**config.mk**
```make
export PLATFORM = sky130hd
export DESIGN_NAME = ram_slot_arbiter_flat
export DESIGN_NICKNAME = d
export VERILOG_FILES = /design/src/rtl/ram_slot_arbiter_if.sv /design/src/rtl/ram_slot_arbiter.sv /design/src/flat_wrapper.sv
export SDC_FILE = /design/constraint.sdc
export NUM_CORES = 1
export LEC_CHECK = 0
export CAP_MARGIN = 20
export CORE_MARGIN = 2
export CORE_UTILIZATION = 40
export CTS_CLUSTER_DIAMETER = 60
export CTS_CLUSTER_SIZE = 20
export DETAILED_ROUTE_END_ITERATION = 10
export PLACE_DENSITY = 0.65
export RECOVER_POWER = 50
export SYNTH_ARGS = -nofsm -noshare
export SYNTH_HDL_FRONTEND = slang
export SYNTH_SLANG_ARGS = --single-unit
```
**constraint.sdc**
```tcl
create_clock -name clk_sys -period 2.3 [get_ports clk_sys]
set_input_delay 0.46 -clock clk_sys [delete_from_list [all_inputs] [get_ports clk_sys]]
set_output_delay 0.46 -clock clk_sys [all_outputs]
set_load 0.05 [all_outputs]
```
**src/rtl/ram_slot_arbiter_if.sv**
```systemverilog
// RAM port bundle shared between the slot arbiter (master) and the single-port RAM (slave).
// mem_dout has one cycle of read latency.
interface ram_slot_arbiter_if #(
    parameter int AW = 16
);
    logic [AW-1:0] mem_addr;
    logic [7:0]    mem_din;
    logic          mem_we;
    logic          mem_en;
    logic [7:0]    mem_dout;

    modport master (
        output mem_addr,
        output mem_din,
        output mem_we,
        output mem_en,
        input  mem_dout
    );

    modport slave (
        input  mem_addr,
        input  mem_din,
        input  mem_we,
        input  mem_en,
        output mem_dout
    );
endinterface

```
**src/rtl/ram_slot_arbiter.sv**
```systemverilog
// Shares one single-port RAM between the Z80 (priority on its ce slots), a buffered download
// writer and the tape reader; a starvation guard steals one CPU slot via WAIT_n when needed.
module ram_slot_arbiter #(
    parameter int AW           = 16,
    parameter int FIFO_LOG2    = 2,
    parameter int STARVE_LIMIT = 64
) (
    input  logic          clk_sys,
    input  logic          reset_n,
    input  logic          cpu_ce,
    input  logic          cpu_req,
    input  logic          cpu_we,
    input  logic [AW-1:0] cpu_addr,
    input  logic [7:0]    cpu_din,
    output logic [7:0]    cpu_dout,
    output logic          cpu_wait_n,
    input  logic          dl_wr,
    input  logic [AW-1:0] dl_addr,
    input  logic [7:0]    dl_data,
    output logic          dl_full,
    output logic          dl_idle,
    output logic          dl_overflow,
    input  logic          tape_req,
    input  logic [AW-1:0] tape_addr,
    output logic          tape_ack,
    output logic [7:0]    tape_data,
    ram_slot_arbiter_if.master mem
);
    localparam int DEPTH = 1 << FIFO_LOG2;
    localparam int SW    = $clog2(STARVE_LIMIT + 1);
    localparam logic [FIFO_LOG2:0] FULL_CNT   = (FIFO_LOG2 + 1)'(DEPTH);
    localparam logic [SW-1:0]      STARVE_MAX = SW'(STARVE_LIMIT);

    logic [AW-1:0]        fifo_addr_q [DEPTH];
    logic [AW-1:0]        fifo_addr_d [DEPTH];
    logic [7:0]           fifo_data_q [DEPTH];
    logic [7:0]           fifo_data_d [DEPTH];
    logic [FIFO_LOG2-1:0] wr_ptr_q, wr_ptr_d;
    logic [FIFO_LOG2-1:0] rd_ptr_q, rd_ptr_d;
    logic [FIFO_LOG2:0]   count_q, count_d;
    logic                 rr_q, rr_d;
    logic                 inflight_q, inflight_d;
    logic                 tape_ack_q, tape_ack_d;
    logic [7:0]           tape_data_q, tape_data_d;
    logic [SW-1:0]        starve_q, starve_d;
    logic                 steal_q, steal_d;
    logic                 overflow_q, overflow_d;

    logic fifo_pend, tape_pend, bg_pend, both_pend;
    logic cpu_grant, bg_grant, pick_tape, fifo_grant, tape_grant;
    logic push, pop;

    // Grant decision: CPU on its ce slot unless a steal is armed, else background winner.
    always_comb begin
        fifo_pend  = (count_q != '0);
        tape_pend  = tape_req & ~inflight_q & ~tape_ack_q;
        bg_pend    = fifo_pend | tape_pend;
        both_pend  = fifo_pend & tape_pend;
        cpu_grant  = cpu_ce & cpu_req & ~steal_q;
        bg_grant   = ~cpu_grant & bg_pend;
        pick_tape  = tape_pend & (~fifo_pend | rr_q);
        fifo_grant = bg_grant & ~pick_tape;
        tape_grant = bg_grant & pick_tape;
        pop        = fifo_grant;
        push       = dl_wr & ((count_q != FULL_CNT) | pop);
    end

    always_comb begin
        mem.mem_en   = 1'b0;
        mem.mem_we   = 1'b0;
        mem.mem_addr = cpu_addr;
        mem.mem_din  = 8'h00;
        if (cpu_grant) begin
            mem.mem_en  = 1'b1;
            mem.mem_we  = cpu_we;
            mem.mem_din = cpu_din;
        end else if (fifo_grant) begin
            mem.mem_en   = 1'b1;
            mem.mem_we   = 1'b1;
            mem.mem_addr = fifo_addr_q[rd_ptr_q];
            mem.mem_din  = fifo_data_q[rd_ptr_q];
        end else if (tape_grant) begin
            mem.mem_en   = 1'b1;
            mem.mem_addr = tape_addr;
        end
    end

    always_comb begin
        fifo_addr_d = fifo_addr_q;
        fifo_data_d = fifo_data_q;
        wr_ptr_d    = wr_ptr_q;
        rd_ptr_d    = rd_ptr_q;
        count_d     = count_q;
        if (push) begin
            fifo_addr_d[wr_ptr_q] = dl_addr;
            fifo_data_d[wr_ptr_q] = dl_data;
            wr_ptr_d              = wr_ptr_q + FIFO_LOG2'(1);
        end
        if (pop) begin
            rd_ptr_d = rd_ptr_q + FIFO_LOG2'(1);
        end
        if (push && !pop) begin
            count_d = count_q + (FIFO_LOG2 + 1)'(1);
        end else if (pop && !push) begin
            count_d = count_q - (FIFO_LOG2 + 1)'(1);
        end
        overflow_d = overflow_q | (dl_wr & ~push);
    end

    always_comb begin
        rr_d        = (bg_grant & both_pend) ? ~rr_q : rr_q;
        inflight_d  = tape_grant;
        tape_ack_d  = inflight_q;
        tape_data_d = inflight_q ? mem.mem_dout : tape_data_q;

        starve_d = starve_q;
        if (bg_grant || !bg_pend) begin
            starve_d = '0;
        end else if (starve_q != STARVE_MAX) begin
            starve_d = starve_q + SW'(1);
        end

        // An armed steal is consumed by the next CPU ce slot, which goes to the background.
        steal_d = steal_q;
        if (steal_q && cpu_ce) begin
            steal_d = 1'b0;
        end else if (starve_q == STARVE_MAX) begin
            steal_d = 1'b1;
        end
    end

    // Entry storage needs no reset: the pointers and count define what is valid.
    always_ff @(posedge clk_sys) begin
        fifo_addr_q <= fifo_addr_d;
        fifo_data_q <= fifo_data_d;
    end

    always_ff @(posedge clk_sys) begin
        if (!reset_n) begin
            wr_ptr_q    <= '0;
            rd_ptr_q    <= '0;
            count_q     <= '0;
            rr_q        <= 1'b0;
            inflight_q  <= 1'b0;
            tape_ack_q  <= 1'b0;
            tape_data_q <= 8'h00;
            starve_q    <= '0;
            steal_q     <= 1'b0;
            overflow_q  <= 1'b0;
        end else begin
            wr_ptr_q    <= wr_ptr_d;
            rd_ptr_q    <= rd_ptr_d;
            count_q     <= count_d;
            rr_q        <= rr_d;
            inflight_q  <= inflight_d;
            tape_ack_q  <= tape_ack_d;
            tape_data_q <= tape_data_d;
            starve_q    <= starve_d;
            steal_q     <= steal_d;
            overflow_q  <= overflow_d;
        end
    end

    assign cpu_dout    = mem.mem_dout;
    assign cpu_wait_n  = ~steal_q;
    assign dl_full     = (count_q == FULL_CNT);
    assign dl_idle     = (count_q == '0) & ~dl_wr;
    assign dl_overflow = overflow_q;
    assign tape_ack    = tape_ack_q;
    assign tape_data   = tape_data_q;
endmodule

```
**src/flat_wrapper.sv**
```systemverilog
// flat-port wrapper written by rule: the top's interface ports become plain ports
module ram_slot_arbiter_flat 
#(
    parameter int AW           = 16,
    parameter int FIFO_LOG2    = 2,
    parameter int STARVE_LIMIT = 64
)
  (clk_sys, reset_n, cpu_ce, cpu_req, cpu_we, cpu_addr, cpu_din, cpu_dout, cpu_wait_n, dl_wr, dl_addr, dl_data, dl_full, dl_idle, dl_overflow, tape_req, tape_addr, tape_ack, tape_data, mem_mem_addr, mem_mem_din, mem_mem_we, mem_mem_en, mem_mem_dout);
  ram_slot_arbiter_if #(.AW(AW)) mem_i ();
  input  logic clk_sys;
  input  logic reset_n;
  input  logic cpu_ce;
  input  logic cpu_req;
  input  logic cpu_we;
  input  logic [AW-1:0] cpu_addr;
  input  logic [7:0] cpu_din;
  output logic [7:0] cpu_dout;
  output logic cpu_wait_n;
  input  logic dl_wr;
  input  logic [AW-1:0] dl_addr;
  input  logic [7:0] dl_data;
  output logic dl_full;
  output logic dl_idle;
  output logic dl_overflow;
  input  logic tape_req;
  input  logic [AW-1:0] tape_addr;
  output logic tape_ack;
  output logic [7:0] tape_data;
  output wire logic [$bits(mem_i.mem_addr)-1:0] mem_mem_addr;
  output wire logic [$bits(mem_i.mem_din)-1:0] mem_mem_din;
  output wire logic [$bits(mem_i.mem_we)-1:0] mem_mem_we;
  output wire logic [$bits(mem_i.mem_en)-1:0] mem_mem_en;
  input wire logic [$bits(mem_i.mem_dout)-1:0] mem_mem_dout;
  assign mem_mem_addr = mem_i.mem_addr;
  assign mem_mem_din = mem_i.mem_din;
  assign mem_mem_we = mem_i.mem_we;
  assign mem_mem_en = mem_i.mem_en;
  assign mem_i.mem_dout = mem_mem_dout;
  ram_slot_arbiter #(.AW(AW), .FIFO_LOG2(FIFO_LOG2), .STARVE_LIMIT(STARVE_LIMIT)) u_core (.clk_sys(clk_sys), .reset_n(reset_n), .cpu_ce(cpu_ce), .cpu_req(cpu_req), .cpu_we(cpu_we), .cpu_addr(cpu_addr), .cpu_din(cpu_din), .cpu_dout(cpu_dout), .cpu_wait_n(cpu_wait_n), .dl_wr(dl_wr), .dl_addr(dl_addr), .dl_data(dl_data), .dl_full(dl_full), .dl_idle(dl_idle), .dl_overflow(dl_overflow), .tape_req(tape_req), .tape_addr(tape_addr), .tape_ack(tape_ack), .tape_data(tape_data), .mem(mem_i));
endmodule
```
* Word-level counts from Yosys, hierarchy flattened
Index checks and enable logic that the tools add are counted.
Storage, ports and cells: output and inout port bits 47, register bits after elaboration 123, input bits 79
Cells by class: bitwise logic cells 29, mux-type cells 24, add/sub/neg operators 5, $lt $le $gt $ge 3, eq/ne operators 4, reductions and logical operators 13
Operators by type and width (count):
- 16-bit two-way mux | 6
- 64-bit bitwise mux | 1
- 8-bit two-way mux | 5
- 16-bit binary-select mux with 2-bit select | 1
- 32-bit bitwise mux | 1
- 16-bit demux with 2-bit select | 1
- 8-bit binary-select mux with 2-bit select | 1
- 8-bit demux with 2-bit select | 1
- 1-bit AND | 13
- 1-bit NOT | 10
- 7-bit by 1-bit adder with 7-bit output, second input constant | 1
- 7-bit == test, second input constant | 1
- 7-bit inequality test, second input constant | 1
- 3-bit greater-or-equal comparator, second input constant | 2
- 3-bit two-way mux | 2
- 2-bit NOT with 3-bit output | 2
- 1-bit two-way mux | 5
- 2-bit by 1-bit adder with 2-bit output, second input constant | 2
- 1-bit logical AND | 4
- 1-bit bitwise OR | 4
- 2-bit OR reduction | 2
- 3-bit by 1-bit adder with 3-bit output, second input constant | 1
- 3-bit == test, second input constant | 1
- 1-bit zero test | 3
- other kinds (7) | 7

* Longest topological paths before layout
depth in word-level cells 12, depth in mapped cells 11, depth with buffers taken out 9

* Worst setup path after synthesis
OpenSTA, ideal clock, no wires.
path kind register -> register, start reg u_core.count_q[0], end reg u_core.count_q[2], arrival time 3.112 ns, data required time 2.224 ns, library setup time 0.076 ns, clock period less this slack 3.187 ns, setup slack -0.887 ns, stages on the path, launching flop included 9, cells stage by stage dfxtp_1 -> nor3b_1 -> a21boi_1 -> ha_1 -> inv_1 -> fa_1 -> xor2_1 -> or3_1 -> a21boi_0
On the way: word-level cells in the longest chain between the ends 11, elaborated cells between the ends (all ways) 20
RTL lines:
- start: declaration | RTL line ram_slot_arbiter.sv:40 | logic [FIFO_LOG2:0] count_q, count_d;
- start signal: assignment | RTL line ram_slot_arbiter.sv:153 | count_q <= count_d;
- 3-bit nonzero test | RTL line ram_slot_arbiter.sv:55 | fifo_pend = (count_q != '0);
- 1-bit NOT | RTL line ram_slot_arbiter.sv:61 | pick_tape = tape_pend & (~fifo_pend | rr_q);
- 1-bit bitwise OR | RTL line ram_slot_arbiter.sv:61
- 1-bit AND | RTL line ram_slot_arbiter.sv:61
- 1-bit NOT | RTL line ram_slot_arbiter.sv:62 | fifo_grant = bg_grant & ~pick_tape;
- 1-bit AND | RTL line ram_slot_arbiter.sv:62
- 1-bit bitwise OR (*) | RTL line ram_slot_arbiter.sv:65 | push = dl_wr & ((count_q != FULL_CNT) | pop);
- 1-bit AND (*) | RTL line ram_slot_arbiter.sv:65
- net u_core.push | RTL line ram_slot_arbiter.sv:51 | logic push, pop;
- 1-bit zero test | RTL line ram_slot_arbiter.sv:104 | end else if (pop && !push) begin
- 1-bit logical AND | RTL line ram_slot_arbiter.sv:104
- 2-bit nonzero test (no source line)
Mark *: on every way through the listed nets, which the timed path passes. The rest lies on a longest branch. The select of a mux whose other input is x is not followed. A chain may end at the register's enable or synchronous reset.

* Worst setup path in the final report
start reg u_core.steal_q, end reg u_core.count_q[2]
On the way: word-level cells in the longest chain between the ends 10, elaborated cells between the ends (all ways) 13
RTL lines:
- start: declaration | RTL line ram_slot_arbiter.sv:46 | logic steal_q, steal_d;
- start signal: assignment | RTL line ram_slot_arbiter.sv:159 | steal_q <= steal_d;
- 1-bit NOT (*) | RTL line ram_slot_arbiter.sv:59 | cpu_grant = cpu_ce & cpu_req & ~steal_q;
- 1-bit AND (*) | RTL line ram_slot_arbiter.sv:59
- 1-bit NOT (*) | RTL line ram_slot_arbiter.sv:60 | bg_grant = ~cpu_grant & bg_pend;
- 1-bit AND (*) | RTL line ram_slot_arbiter.sv:60
- 1-bit AND (*) | RTL line ram_slot_arbiter.sv:62
- 1-bit bitwise OR (*) | RTL line ram_slot_arbiter.sv:65
- 1-bit AND (*) | RTL line ram_slot_arbiter.sv:65
- net u_core.push | RTL line ram_slot_arbiter.sv:51
- 1-bit zero test | RTL line ram_slot_arbiter.sv:104
- 1-bit logical AND | RTL line ram_slot_arbiter.sv:104
- 2-bit nonzero test (no source line)
Mark *: on every way through the listed nets, which the timed path passes. The rest lies on a longest branch.

==> reports/results.ini <==
[critical_path]
cp_slowest_cell=or3_1
cp_cell_sequence=and3b_2 > buf_4 > buf_6 > a21o_1 > a21boi_2 > ha_4 > inv_4 > fa_2 > xor2_2 > or3_1 > a21boi_1
critPathCaptureType=flop
cp_top_family=simple AND/OR/NAND/NOR gates
r2r-end=u_core.count_q[2]$_SDFFE_PN0P_
r2r_start=u_core.steal_q$_SDFFE_PP0N_
critical_path_class=flop to flop
cp-start-kind=flop
required_ps=2620
rrSetupSlack_ps=-260
cp_data_arrival_time_ps=2880
crit_start=u_core.steal_q$_SDFFE_PP0N_
crit_end=u_core.count_q[2]$_SDFFE_PN0P_
crit_buf_inv=3
rr_worst_depth=11
critPathMaxStageDelay_ps=370
worst-path-stages=11
cp_max_fo=4

[timing]
period_minus_slack_ps=2560
fin_tns_setup_ps=-4320
hold_ws_ps=498
slew_violations=0
rsz0062_at_grt=true
slew-limit-headroom=0.469
max_freq_ghz=0.391
final_hold_viol_count=0
fin_crit_sh=1.11
fin_skew_ps=11.3
tightest_slew_ps=796
finalSetupViolCount=27
finalWorstSetupSlack_ps=-258

[clocking]
cts_buffers=17
cts_tree=built
cts-root-buf=clkbuf_16
ctsLongestPathBuffers=2
htreeDepth=4
clkTransAtPathRegs_ps=60
cts_num_sinks=123
insertion_delay_ps=410
cts_hold_buf=0

[status]
status=complete, but fails checks
violations=negative setup slack

[routing]
ant_nets=0
drc=0
viasPerCell=4.99
vias=3415
finalWirelength_um=12100
drt_pass1_iterations=4
wire_per_inst_um=17.7
drtIter0Drc=223

[layout]
layout_commonest_cell=edfxtp_1
n_fill_cell=950
layout.area.seq_um2=3440
mostFrequentLayoutCells=96 x edfxtp_1, 54 x clkdlybuf4s50_1, 44 x buf_12
fin_util=0.650
areaGrowthSynthToFinish_pct=59.2
drive_above_1_share=0.363
multi_input_area_um2=1710
nets=583

[synthesis]
synthTopCellsByArea=edfxtp_1 56%, dfxtp_1 10%, mux4_2 10%
synth.distinct_cells=41
synth_top_area_cell=edfxtp_1
synth_seq_cells=123
yosysSeqAreaShare=0.665
netlist_area_um2=5150
async_flop_share=0
synth_edf_count=96
synth_warnings=0
synth_top_area_frac=0.560
syn_nets=407
postSynthCellCount=320
synthFlopType=edfxtp_1
synth_area_per_cell_um2=16.1

[place]
hpwlAfterDp_um=7910
port_buffers=125
globalplace.congestion=0.711
preCtsSetupSlack_ps=-565

[pwr]
ir_drop_mv=0.870
p_leak_uw=0.00301
p_per_area_nw_per_um2=1250

[grt]
grt_max_degree=27
grt_first_pass_wirelength_um=19300
grt_antenna_before_repair=4
grt_usage=0.183
grt_pass1_vias=3644
gr-total-overflow=0

[die]
die_area_um2=13800
io_pins=126
start_util=0.408
coreArea_um2=12600
die_w_um=117
dieHeight_um=117
rows=41

[flow_run]
cap_violations=0

[worst_hold_path]
min_path_type=flop to flop

[cell type report]
type	instances	share of cell area
Sequential cell	123	0.419
Timing Repair Buffer	180	0.266
Multi-Input combinational cell	152	0.208
Clock buffer	17	0.0519
Tap cell	172	0.0262
Clock inverter	15	0.0171
Inverter	22	0.0104
Antenna cell	3	0.000916
[cell usage after synthesis, types with 5 or more instances]
master / count
mux2i_1: 13
o22ai_1: 6
xnor2_1: 7
buf_2: 5
clkbuf_1: 6
edfxtp_1: 96
buf_4: 10
a222oi_1: 9
ha_1: 7
dfxtp_1: 27
nor2_1: 10
and2_1: 10
nand2_1: 8
a22o_1: 8
a21oi_1: 8
mux4_2: 24
inv_1: 22
nor2b_1: 10
[cells by family after synthesis]
family | Yosys count | share of synthesized area
buf+inv | 45 | 0.0442
mux | 37 | 0.130
xor+xnor | 10 | 0.0170
flops | 123 | 0.665
fa+ha+maj | 8 | 0.0209
simple gates | 54 | 0.0602
compound gates | 43 | 0.0629
[tightest hold or removal path: stages (launching register included)]
cell,delay [ps]
dfxtp_1,330
nand2_1,60
mux2i_1,50
[state kept, by name, summed over array words and instances (netlist names)]
register / flops
u_core.count_q: 3
u_core.dl_overflow: 1
u_core.fifo_addr_q: 64
u_core.fifo_data_q: 32
u_core.inflight_q: 1
u_core.rd_ptr_q: 2
u_core.rr_q: 1
u_core.starve_q: 7
u_core.steal_q: 1
u_core.tape_ack: 1
u_core.tape_data: 8
u_core.wr_ptr_q: 2
[repair_timing]
action,CTS,global route
buffers inserted,12,8
setup endpoints to repair,27,27
resized for setup,30,32
gates cloned,2,0
pin swaps,19,12
[power breakdown]
group | internal, uW | leakage (uW) | total [uW] | switching (uW)
Combinational | 2560 | 0.00163 | 5060 | 2500
Sequential | 2600 | 0.00110 | 2710 | 106
Clock | 1500 | 0.000274 | 2500 | 1000
Total | 6660 | 0.00301 | 10300 | 3610
[worst min-delay path by stage]
stage                                    startpoint  depth (start not counted)  slack [ps]                               to
floorplan           u_core.wr_ptr_q[1]$_SDFFE_PN0P_                          2         470  u_core.wr_ptr_q[1]$_SDFFE_PN0P_
global placement    u_core.wr_ptr_q[0]$_SDFFE_PN0P_                          2         480  u_core.wr_ptr_q[0]$_SDFFE_PN0P_
detailed placement  u_core.wr_ptr_q[1]$_SDFFE_PN0P_                          2         490  u_core.wr_ptr_q[1]$_SDFFE_PN0P_
CTS                 u_core.wr_ptr_q[1]$_SDFFE_PN0P_                          2         500  u_core.wr_ptr_q[1]$_SDFFE_PN0P_
global route        u_core.wr_ptr_q[1]$_SDFFE_PN0P_                          2         540  u_core.wr_ptr_q[1]$_SDFFE_PN0P_
finish              u_core.wr_ptr_q[1]$_SDFFE_PN0P_                          2         500  u_core.wr_ptr_q[1]$_SDFFE_PN0P_
[routing by layer]
layer | vias up | share of wire | track usage
li1 | 1582 | - | -
met4 | 2 | 0.0076 | 0.0474
met3 | 13 | 0.077 | 0.0732
met2 | 121 | 0.50 | 0.308
met5 | - | 0.0011 | 0
met1 | 1697 | 0.41 | 0.220
[per-stage QoR]
step / power (uW) / cell area [um^2] / std cells
after floorplan: 5080 / 5190 / 320
after global placement: 7130 / 7230 / 630
after detailed placement: 7180 / 7230 / 630
after CTS: 10100 / 8030 / 676
after global routing: 10700 / 8200 / 684
final: 10300 / 8200 / 684
(Power assumes the default switching activity.)
